File: src/rtl/axis_arb_pkg.sv
// Shared types and helpers for the AXI4-Stream packet arbiter and its sink.
package axis_arb_pkg;

    localparam int unsigned C_DEFAULT_MAX_BEATS = 8;

    typedef enum logic {
        IDLE = 1'b0,
        XFER = 1'b1
    } state_t;

    // Ceiling log2; returns 0 for values of 0 or 1.
    function automatic int unsigned clogb2(input int unsigned value);
        int unsigned res;
        res = 0;
        for (int unsigned i = 0; i < 32; i++) begin
            if ((32'd1 << i) < value) begin
                res = i + 1;
            end
        end
        return res;
    endfunction

endpackage

File: src/rtl/rr_priority_picker.sv
// Round-robin pick: first requester after last_i, wrapping modulo C_NUM_REQ.
module rr_priority_picker
    import axis_arb_pkg::*;
#(
    parameter int unsigned C_NUM_REQ = 4
) (
    input  logic [C_NUM_REQ-1:0]         req_i,
    input  logic [clogb2(C_NUM_REQ)-1:0] last_i,
    output logic [C_NUM_REQ-1:0]         pick_o,
    output logic [clogb2(C_NUM_REQ)-1:0] idx_o,
    output logic                         valid_o
);

    localparam int unsigned IW = clogb2(C_NUM_REQ);

    logic [IW-1:0] cand;

    always_comb begin
        pick_o = '0;
        idx_o  = '0;
        cand   = '0;
        for (int unsigned k = 1; k <= C_NUM_REQ; k++) begin
            cand = IW'((32'(last_i) + k) % C_NUM_REQ);
            if ((pick_o == '0) && req_i[cand]) begin
                pick_o[cand] = 1'b1;
                idx_o        = cand;
            end
        end
    end

    assign valid_o = |req_i;

endmodule

File: src/rtl/axis_rr_packet_arbiter.sv
// Packet-level round-robin arbiter sharing one AXI4-Stream sink between
// C_NUM_REQ masters; a grant lasts until TLAST or a forced cut at C_MAX_BEATS.
module axis_rr_packet_arbiter
    import axis_arb_pkg::*;
#(
    parameter int unsigned C_S_AXIS_TDATA_WIDTH = 32,
    parameter int unsigned C_NUM_REQ            = 4,
    parameter int unsigned C_MAX_BEATS          = C_DEFAULT_MAX_BEATS
) (
    input  logic                                      S_AXIS_ACLK,
    input  logic                                      S_AXIS_ARESETN,
    input  logic [C_NUM_REQ*C_S_AXIS_TDATA_WIDTH-1:0]   S_AXIS_TDATA,
    input  logic [C_NUM_REQ*C_S_AXIS_TDATA_WIDTH/8-1:0] S_AXIS_TSTRB,
    input  logic [C_NUM_REQ-1:0]                      S_AXIS_TLAST,
    input  logic [C_NUM_REQ-1:0]                      S_AXIS_TVALID,
    output logic [C_NUM_REQ-1:0]                      S_AXIS_TREADY,
    output logic [C_S_AXIS_TDATA_WIDTH-1:0]           M_AXIS_TDATA,
    output logic [C_S_AXIS_TDATA_WIDTH/8-1:0]         M_AXIS_TSTRB,
    output logic                                      M_AXIS_TLAST,
    output logic                                      M_AXIS_TVALID,
    input  logic                                      M_AXIS_TREADY,
    output logic [C_NUM_REQ-1:0]                      GRANT,
    output logic                                      BUSY,
    output logic                                      PKT_DONE,
    output logic                                      TRUNC,
    output logic [clogb2(C_MAX_BEATS):0]              BEAT_CNT
);

    localparam int unsigned W  = C_S_AXIS_TDATA_WIDTH;
    localparam int unsigned SW = C_S_AXIS_TDATA_WIDTH / 8;
    localparam int unsigned IW = clogb2(C_NUM_REQ);
    localparam int unsigned CW = clogb2(C_MAX_BEATS) + 1;

    state_t                 state_q, state_d;
    logic [C_NUM_REQ-1:0]   grant_q, grant_d;
    logic [IW-1:0]          gidx_q, gidx_d;
    logic [IW-1:0]          last_q, last_d;
    logic [CW-1:0]          cnt_q, cnt_d;
    logic                   busy_q, busy_d;
    logic                   done_q, done_d;
    logic                   trunc_q, trunc_d;

    logic [C_NUM_REQ-1:0]   pick_oh;
    logic [IW-1:0]          pick_idx;
    logic                   pick_valid;
    logic                   src_valid;
    logic                   src_last;
    logic                   forced_cut;
    logic                   accept;

    rr_priority_picker #(
        .C_NUM_REQ (C_NUM_REQ)
    ) u_picker (
        .req_i   (S_AXIS_TVALID),
        .last_i  (last_q),
        .pick_o  (pick_oh),
        .idx_o   (pick_idx),
        .valid_o (pick_valid)
    );

    // Granted slice steered to the sink; grant_q is zero outside XFER.
    always_comb begin
        M_AXIS_TDATA = '0;
        M_AXIS_TSTRB = '0;
        src_valid    = 1'b0;
        src_last     = 1'b0;
        for (int unsigned i = 0; i < C_NUM_REQ; i++) begin
            if (grant_q[i]) begin
                M_AXIS_TDATA = S_AXIS_TDATA[i*W +: W];
                M_AXIS_TSTRB = S_AXIS_TSTRB[i*SW +: SW];
                src_valid    = S_AXIS_TVALID[i];
                src_last     = S_AXIS_TLAST[i];
            end
        end
        forced_cut    = (cnt_q == CW'(C_MAX_BEATS - 1));
        M_AXIS_TVALID = (state_q == XFER) && src_valid;
        M_AXIS_TLAST  = (state_q == XFER) && (src_last || forced_cut);
        S_AXIS_TREADY = (state_q == XFER) ? (grant_q & {C_NUM_REQ{M_AXIS_TREADY}}) : '0;
        accept        = M_AXIS_TVALID && M_AXIS_TREADY;
    end

    // Next-state: arbitrate in IDLE, count beats and detect packet end in XFER.
    always_comb begin
        state_d = state_q;
        grant_d = grant_q;
        gidx_d  = gidx_q;
        last_d  = last_q;
        cnt_d   = cnt_q;
        done_d  = 1'b0;
        trunc_d = 1'b0;
        case (state_q)
            IDLE: begin
                if (pick_valid) begin
                    state_d = XFER;
                    grant_d = pick_oh;
                    gidx_d  = pick_idx;
                    cnt_d   = '0;
                end
            end
            XFER: begin
                if (accept) begin
                    cnt_d = cnt_q + CW'(1);
                    if (M_AXIS_TLAST) begin
                        state_d = IDLE;
                        grant_d = '0;
                        last_d  = gidx_q;
                        done_d  = 1'b1;
                        trunc_d = !src_last;
                    end
                end
            end
            default: state_d = IDLE;
        endcase
        busy_d = (state_d == XFER);
    end

    always_ff @(posedge S_AXIS_ACLK or negedge S_AXIS_ARESETN) begin
        if (!S_AXIS_ARESETN) begin
            state_q <= IDLE;
            grant_q <= '0;
            gidx_q  <= '0;
            last_q  <= IW'(C_NUM_REQ - 1);
            cnt_q   <= '0;
            busy_q  <= 1'b0;
            done_q  <= 1'b0;
            trunc_q <= 1'b0;
        end else begin
            state_q <= state_d;
            grant_q <= grant_d;
            gidx_q  <= gidx_d;
            last_q  <= last_d;
            cnt_q   <= cnt_d;
            busy_q  <= busy_d;
            done_q  <= done_d;
            trunc_q <= trunc_d;
        end
    end

    assign GRANT    = grant_q;
    assign BUSY     = busy_q;
    assign PKT_DONE = done_q;
    assign TRUNC    = trunc_q;
    assign BEAT_CNT = cnt_q;

endmodule

File: config.mk
export PLATFORM = sky130hd
export DESIGN_NAME = axis_rr_packet_arbiter
export DESIGN_NICKNAME = d
export VERILOG_FILES = /design/src/rtl/axis_arb_pkg.sv /design/src/rtl/rr_priority_picker.sv /design/src/rtl/axis_rr_packet_arbiter.sv
export SDC_FILE = /design/constraint.sdc
export NUM_CORES = 1
export LEC_CHECK = 0
export BUFFER_PORTS_ARGS = -buffer_cell sky130_fd_sc_hd__buf_2
export CORE_MARGIN = 5
export CORE_UTILIZATION = 35
export DETAILED_ROUTE_END_ITERATION = 10
export MAX_ROUTING_LAYER = met4
export PLACE_DENSITY_LB_ADDON = 0.1
export SETUP_SLACK_MARGIN = 0.2
export SKIP_LAST_GASP = 1
export SYNTH_ARGS = -nofsm -noshare
export SYNTH_HDL_FRONTEND = slang
export SYNTH_SLANG_ARGS = --single-unit
File: constraint.sdc
create_clock -name S_AXIS_ACLK -period 2.6 [get_ports S_AXIS_ACLK]
set_input_delay 0.13 -clock S_AXIS_ACLK [delete_from_list [all_inputs] [get_ports S_AXIS_ACLK]]
set_output_delay 0.13 -clock S_AXIS_ACLK [all_outputs]
set_load 0.05 [all_outputs]
* Word-level counts from Yosys, hierarchy flattened *
Index checks and enable logic that the tools add are counted.

storage, ports and cells
  bits of input ports = 155
  register bits after elaboration = 15
  memories = 0
  ROM bits = 0
  bits in writable memories = 0
  latch bits = 0

cells by class
  equal/unequal tests = 4
  bitwise operators = 5
  multipliers = 0
  add/subtract/negate cells = 5
  magnitude comparators = 8
  mux-type cells = 58
  div/mod/pow operators = 0
  reduce and logical (&&, ||, !) cells = 20
  shift-type cells = 0

operator list
  cell                 count
  $mux 32              4
  $mux 4               14
  $mux 1               25
  $pmux 4 s2           2
  $logic_not 4->1      3
  $lt 2x3->1 const B   4
  $or 4x4->4           3
  $logic_and 1x1->1    10
  $bmux 1 s2           4
  $demux 1 s2          4
  $ge 2x1->1 const B   4
  $mux 2               4
  $reduce_and 3->1     2
  $add 2x1->2 const B  2
  $add 2x2->2 const B  2
  $add 4x1->4 const B  1
  $and 4x4->4          1
  $eq 4x3->1 const B   1
  $ne 2x2->1 const B   2
  $reduce_and 2->1     2
  $reduce_or 4->1      1
  $ne 2x1->1 const B   1
  $pmux 1 s2           1
  $logic_not 1->1      1
  2 further kinds      2

* Logic depth before layout (Yosys ltp) *
  word-level depth = 17
  mapped depth = 10

* Modules after synthesis *
From an unflattened synthesis, not the netlist that was laid out.

second synthesis, totals
  cells, all modules = 306
  area, all modules = 2464.9 µm²

by module, submodules not included
  module                  cells each  area each (µm²)  seq. area each (µm²)  instances
  axis_rr_packet_arbiter  240         1865.5           377.9                 1
  rr_priority_picker      66          599.3            0.0                   1

* Worst setup path before layout *
No wires, ideal clock.

  path kind = register to output
  start = register grant_q[1], in the netlist GRANT[1]
  end = output M_AXIS_TDATA[24]
  path slack = -0.311 ns
  required time = 2.470 ns
  path buffers = 3
  arrival time = 2.781 ns
  cell stages (with the launch flop) = 7
  path through = dfrtp_1 clkbuf_1 clkbuf_1 clkbuf_1 a221o_1 o21ai_0 o21ai_0

on the way
  cells in the longest elaborated chain, start to end = 3

RTL lines
  item                    line                           source
  start, declared         axis_rr_packet_arbiter.sv:35   logic [C_NUM_REQ-1:0] grant_q, grant_d;
  start signal, assigned  axis_rr_packet_arbiter.sv:129  grant_q <= grant_d;
  $mux 32 (3 in series)   axis_rr_packet_arbiter.sv:68   if (grant_q[i]) begin
  end, declared           axis_rr_packet_arbiter.sv:17   output logic [C_S_AXIS_TDATA_WIDTH-1:0] M_AXIS_TDATA,

Every way passes these cells.

* Worst setup path in the final report *
  start = register last_q[0]
  end = register grant_q[3], in the netlist GRANT[3]

on the way
  cells in the longest elaborated chain, start to end = 17

RTL lines
  item                                                            line                           source
  start, declared                                                 axis_rr_packet_arbiter.sv:37   logic [IW-1:0] last_q, last_d;
  start signal, assigned                                          axis_rr_packet_arbiter.sv:122  last_q <= IW'(C_NUM_REQ - 1);
  start signal, assigned                                          axis_rr_packet_arbiter.sv:131  last_q <= last_d;
  $add 2x1->2                                                     rr_priority_picker.sv:23       cand = IW'((32'(last_i) + k) % C_NUM_REQ);
  $lt 2x3->1 (implied by the code) or $ge 2x1->1 (tied branches)  rr_priority_picker.sv:25       pick_o[cand] = 1'b1;
  $logic_and 1x1->1 (implied by the code)                         rr_priority_picker.sv:25
  $mux 1 (implied by the code)                                    rr_priority_picker.sv:25
  $demux 1 s2                                                     --
  $mux 4                                                          rr_priority_picker.sv:24       if ((pick_o == '0) && req_i[cand]) begin
  $logic_not 4->1                                                 rr_priority_picker.sv:24
  $logic_and 1x1->1                                               rr_priority_picker.sv:24
  $mux 4                                                          rr_priority_picker.sv:24
  $logic_not 4->1                                                 rr_priority_picker.sv:24
  $logic_and 1x1->1                                               rr_priority_picker.sv:24
  $mux 4                                                          rr_priority_picker.sv:24
  $logic_not 4->1                                                 rr_priority_picker.sv:24
  $logic_and 1x1->1                                               rr_priority_picker.sv:24
  $mux 4 (*)                                                      rr_priority_picker.sv:24
  $mux 4 (*)                                                      axis_rr_packet_arbiter.sv:93   if (pick_valid) begin
  $pmux 4 s2 (*)                                                  axis_rr_packet_arbiter.sv:91   case (state_q)

Every way passes the cells marked *; elsewhere a longest branch is shown, timed or not. The select of a mux whose other input is x is not followed.
A chain may end at the register's enable or synchronous reset.

==> reports/metrics.yaml <==
status:
  status: "completed"
clocking:
  cts_made_buffers: 3
  clkLatencyLatePin_ps: 260
  cts_tree: "done"
  htreeDepth: 1
  cts_sinks: 15
  cts_root_buf: "clkbuf_8"
  clock_path_buffers: 2
  path_clk_slew_ps: 70
critical_path:
  arrival_ps: 2680
  critical-path-top-delay-family: "compound AO/OA/AOI/OAI gates"
  cp_num_buf_inv: 2
  crit_type: "reg -> reg"
  crit_slowest_cell: "dfstp_2"
  cp-end-kind: "flip-flop"
  path_cells: "inv_4, ha_4, mux4_2, a21boi_4, a222oi_1, buf_4, a31o_4, nand4_1, a31oi_1"
  worst_setup_path_start_kind: "flip-flop"
  critPathMaxStageDelay_ps: 570
  critPathRequiredTime_ps: 2770
  crit_fanout: 5
die:
  fp.dieArea_um2: 8270
  die_x_um: 91.0
  core-area_um2: 6350
  start_util_pct: 36.1
  rows: 29
  io_pins: 208
  fp.dieH_um: 91.0
detailed_routing:
  wl_per_cell_um: 18.0
  first_pass_iters: 5
  wl_um: 10800
  initialDrtViolationCount: 199
  met3WireLength_um: 693
  met2_length_um: 5300
  vias: 3335
  via_per_inst: 5.59
  drc_errors: 0
  postRouteAntennaNets: 0
  routed.top_layer: "met4"
  wl_met1_um: 4580
sta:
  clock_skew_ps: 4.98
  period_share_pct: 96.7
  final_max_slew_viol_count: 0
  setup_slack_ps: 86.6
  grt_setup_unrepaired: "yes"
  hold_violations: 0
  period_minus_slack_ps: 2510
  relSlewSlack_pct: 51.2
  tightest_slew_ps: 732
  setup_viol: 0
  max_freq_mhz: 398
synth:
  synthArstFlopShare_pct: 100
  synth_seq_cells: 15
  ys.flop_type: "dfrtp_1"
  synthAdderAreaFrac_pct: 4.91
  muxShareOfSynthArea_pct: 4.75
  synth_xor_area_share_pct: 0.382
  yosys.area_share.simple_pct: 19.1
  synth_edf_count: 0
  yosys-top-cells-area: "o21ai_0, a221o_1, dfrtp_1, nand2_1, clkbuf_1"
  synth.top_cell.area_share_pct: 16.6
  netlist_area_um2: 2290
  syn_inst: 314
  ys_warn_count: 0
  synth_top_family_by_area: "compound AO/OA/AOI/OAI gates"
  synth_fp_nets: 478
  synth_top_area_cell: "o21ai_0"
  synth.distinct_cells: 56
  synth-compound-area-share_pct: 46.6
  syn_area_per_cell_um2: 7.30
  yosysSeqAreaShare_pct: 16.5
global_route:
  grt_max_degree: 61
  grt_usage_pct: 24.8
  grt_pass1_wl_um: 16800
  overflow: 0
  antenna_found_initial: 0
  grt_pass1_vias: 3107
final_layout:
  multi_input_area_um2: 1930
  drive_gt1_share_pct: 56.9
  area_growth_pct: 64.0
  fill_cells: 607
  antenna_cells: 0
  nets: 685
  final_common_cell: "buf_2"
  mostFrequentLayoutCells: "buf_2, nand2_1, o21ai_0"
  final_cell_area_um2: 3760
  regArea_um2: 379
hold_path:
  min_path_type: "in -> reg"
place:
  dp_slack_ps: -0.110
  place_congestion: 0.968
  dpl_cell_area_um2: 3570
  port_buffers: 207
  dp_hpwl_um: 8420
power:
  ir_drop_v: 0.000831
  power.density_nw_per_um2: 1650
  power.leakage_nw: 1.89
job:
  maxCapViolCount: 0
worst register-to-register path: stages, from the launching register on:
cell	delay (ps)
dfstp_2	570
inv_4	50
ha_4	270
mux4_2	480
a21boi_4	170
a222oi_1	280
buf_4	180
a31o_4	130
nand4_1	90
a31oi_1	200
synthesized netlist by cell type, drive strengths merged (2+ instances only):
| library cell | count |
|---|---|
| nor2b | 4 |
| or2 | 2 |
| a21oi | 7 |
| a31o | 2 |
| nor4 | 2 |
| clkbuf | 30 |
| nand3b | 2 |
| a21boi | 2 |
| inv | 8 |
| buf | 3 |
| a311oi | 2 |
| o211ai | 3 |
| a222oi | 2 |
| nand4 | 5 |
| dfrtp | 13 |
| mux4 | 4 |
| a221o | 35 |
| dfstp | 2 |
| nand2 | 50 |
| nor2 | 9 |
| and2 | 2 |
| o31ai | 2 |
| a31oi | 5 |
| and3 | 7 |
| nand3 | 6 |
| a21o | 2 |
| o21ai | 77 |
| ha | 9 |
cell families after synthesis:
family / Yosys count
fa+ha+maj: 9
flops: 15
compound gates: 148
xor+xnor: 1
mux: 5
simple gates: 94
buf+inv: 42
path summary, 6_finish.rpt:
path | start | to | slack (ps) | cells after the start
worst max register to register | last_q[0] | GRANT[3] | 90 | 9
worst max-delay path | last_q[0] | GRANT[3] | 90 | 9
max in group asynchronous | S_AXIS_ARESETN | last_q[0] | 1970 | 2
worst min register to register | gidx_q[1] | last_q[1] | 510 | 2
worst min-delay path | S_AXIS_TLAST[3] | TRUNC | 180 | 3
min in group asynchronous | S_AXIS_ARESETN | BEAT_CNT[3] | 320 | 2
through the flow:
stage	utilization (%)	setup TNS, ps	total power [mW]	hold slack, ps	cells
2_1_floorplan	-	0	4.51	-166	314
3_3_place_gp	56.3	0	5.60	61.6	585
3_5_place_dp	56.3	-0.110	5.64	60.4	585
4_1_cts	58.5	0	6.06	174	595
5_1_grt	59.2	-47.2	6.60	194	597
6_report	59.2	0	6.19	180	597
area by class of cell:
type	instances	area share [%]
clock buffers	3	1.10
well taps	77	2.56
clock inverters	1	0.133
inverters	9	0.965
repair buffers	234	33.9
flip-flops and latches	15	10.1
multi-input cells	258	51.3
sequential cells by signal (all words and copies together), names as in the netlist:
signal / flops
GRANT: 4
last_q: 2
gidx_q: 2
TRUNC: 1
PKT_DONE: 1
BUSY: 1
BEAT_CNT: 4
where the power goes:
group / total (mW) / switching, mW / internal, mW / leakage (nW)
registers: 0.501 / 0.165 / 0.336 / 0.184
clock network: 0.196 / 0.0900 / 0.106 / 0.0255
logic: 5.49 / 3.61 / 1.88 / 1.68
metal layers:
| layer | global-route usage (%) | up-vias |
|---|---|---|
| li1 | - | 1637 |
| met1 | 32.8 | 1526 |
| met2 | 40.1 | 155 |
| met3 | 3.64 | 17 |
| met4 | 5.87 | 0 |
| met5 | - | - |
what timing repair did:
| action | in CTS | in global routing |
|---|---|---|
| buffers inserted | 4 | 2 |
| hold buffers | 1 | 0 |
| pin swaps | 7 | 5 |
| gates resized for setup | 6 | 8 |
| endpoints found under the setup margin | 7 | 16 |
| endpoints found under the hold margin | 13 | 0 |
| gates cloned | 1 | 0 |
(Power assumes the default switching activity.)
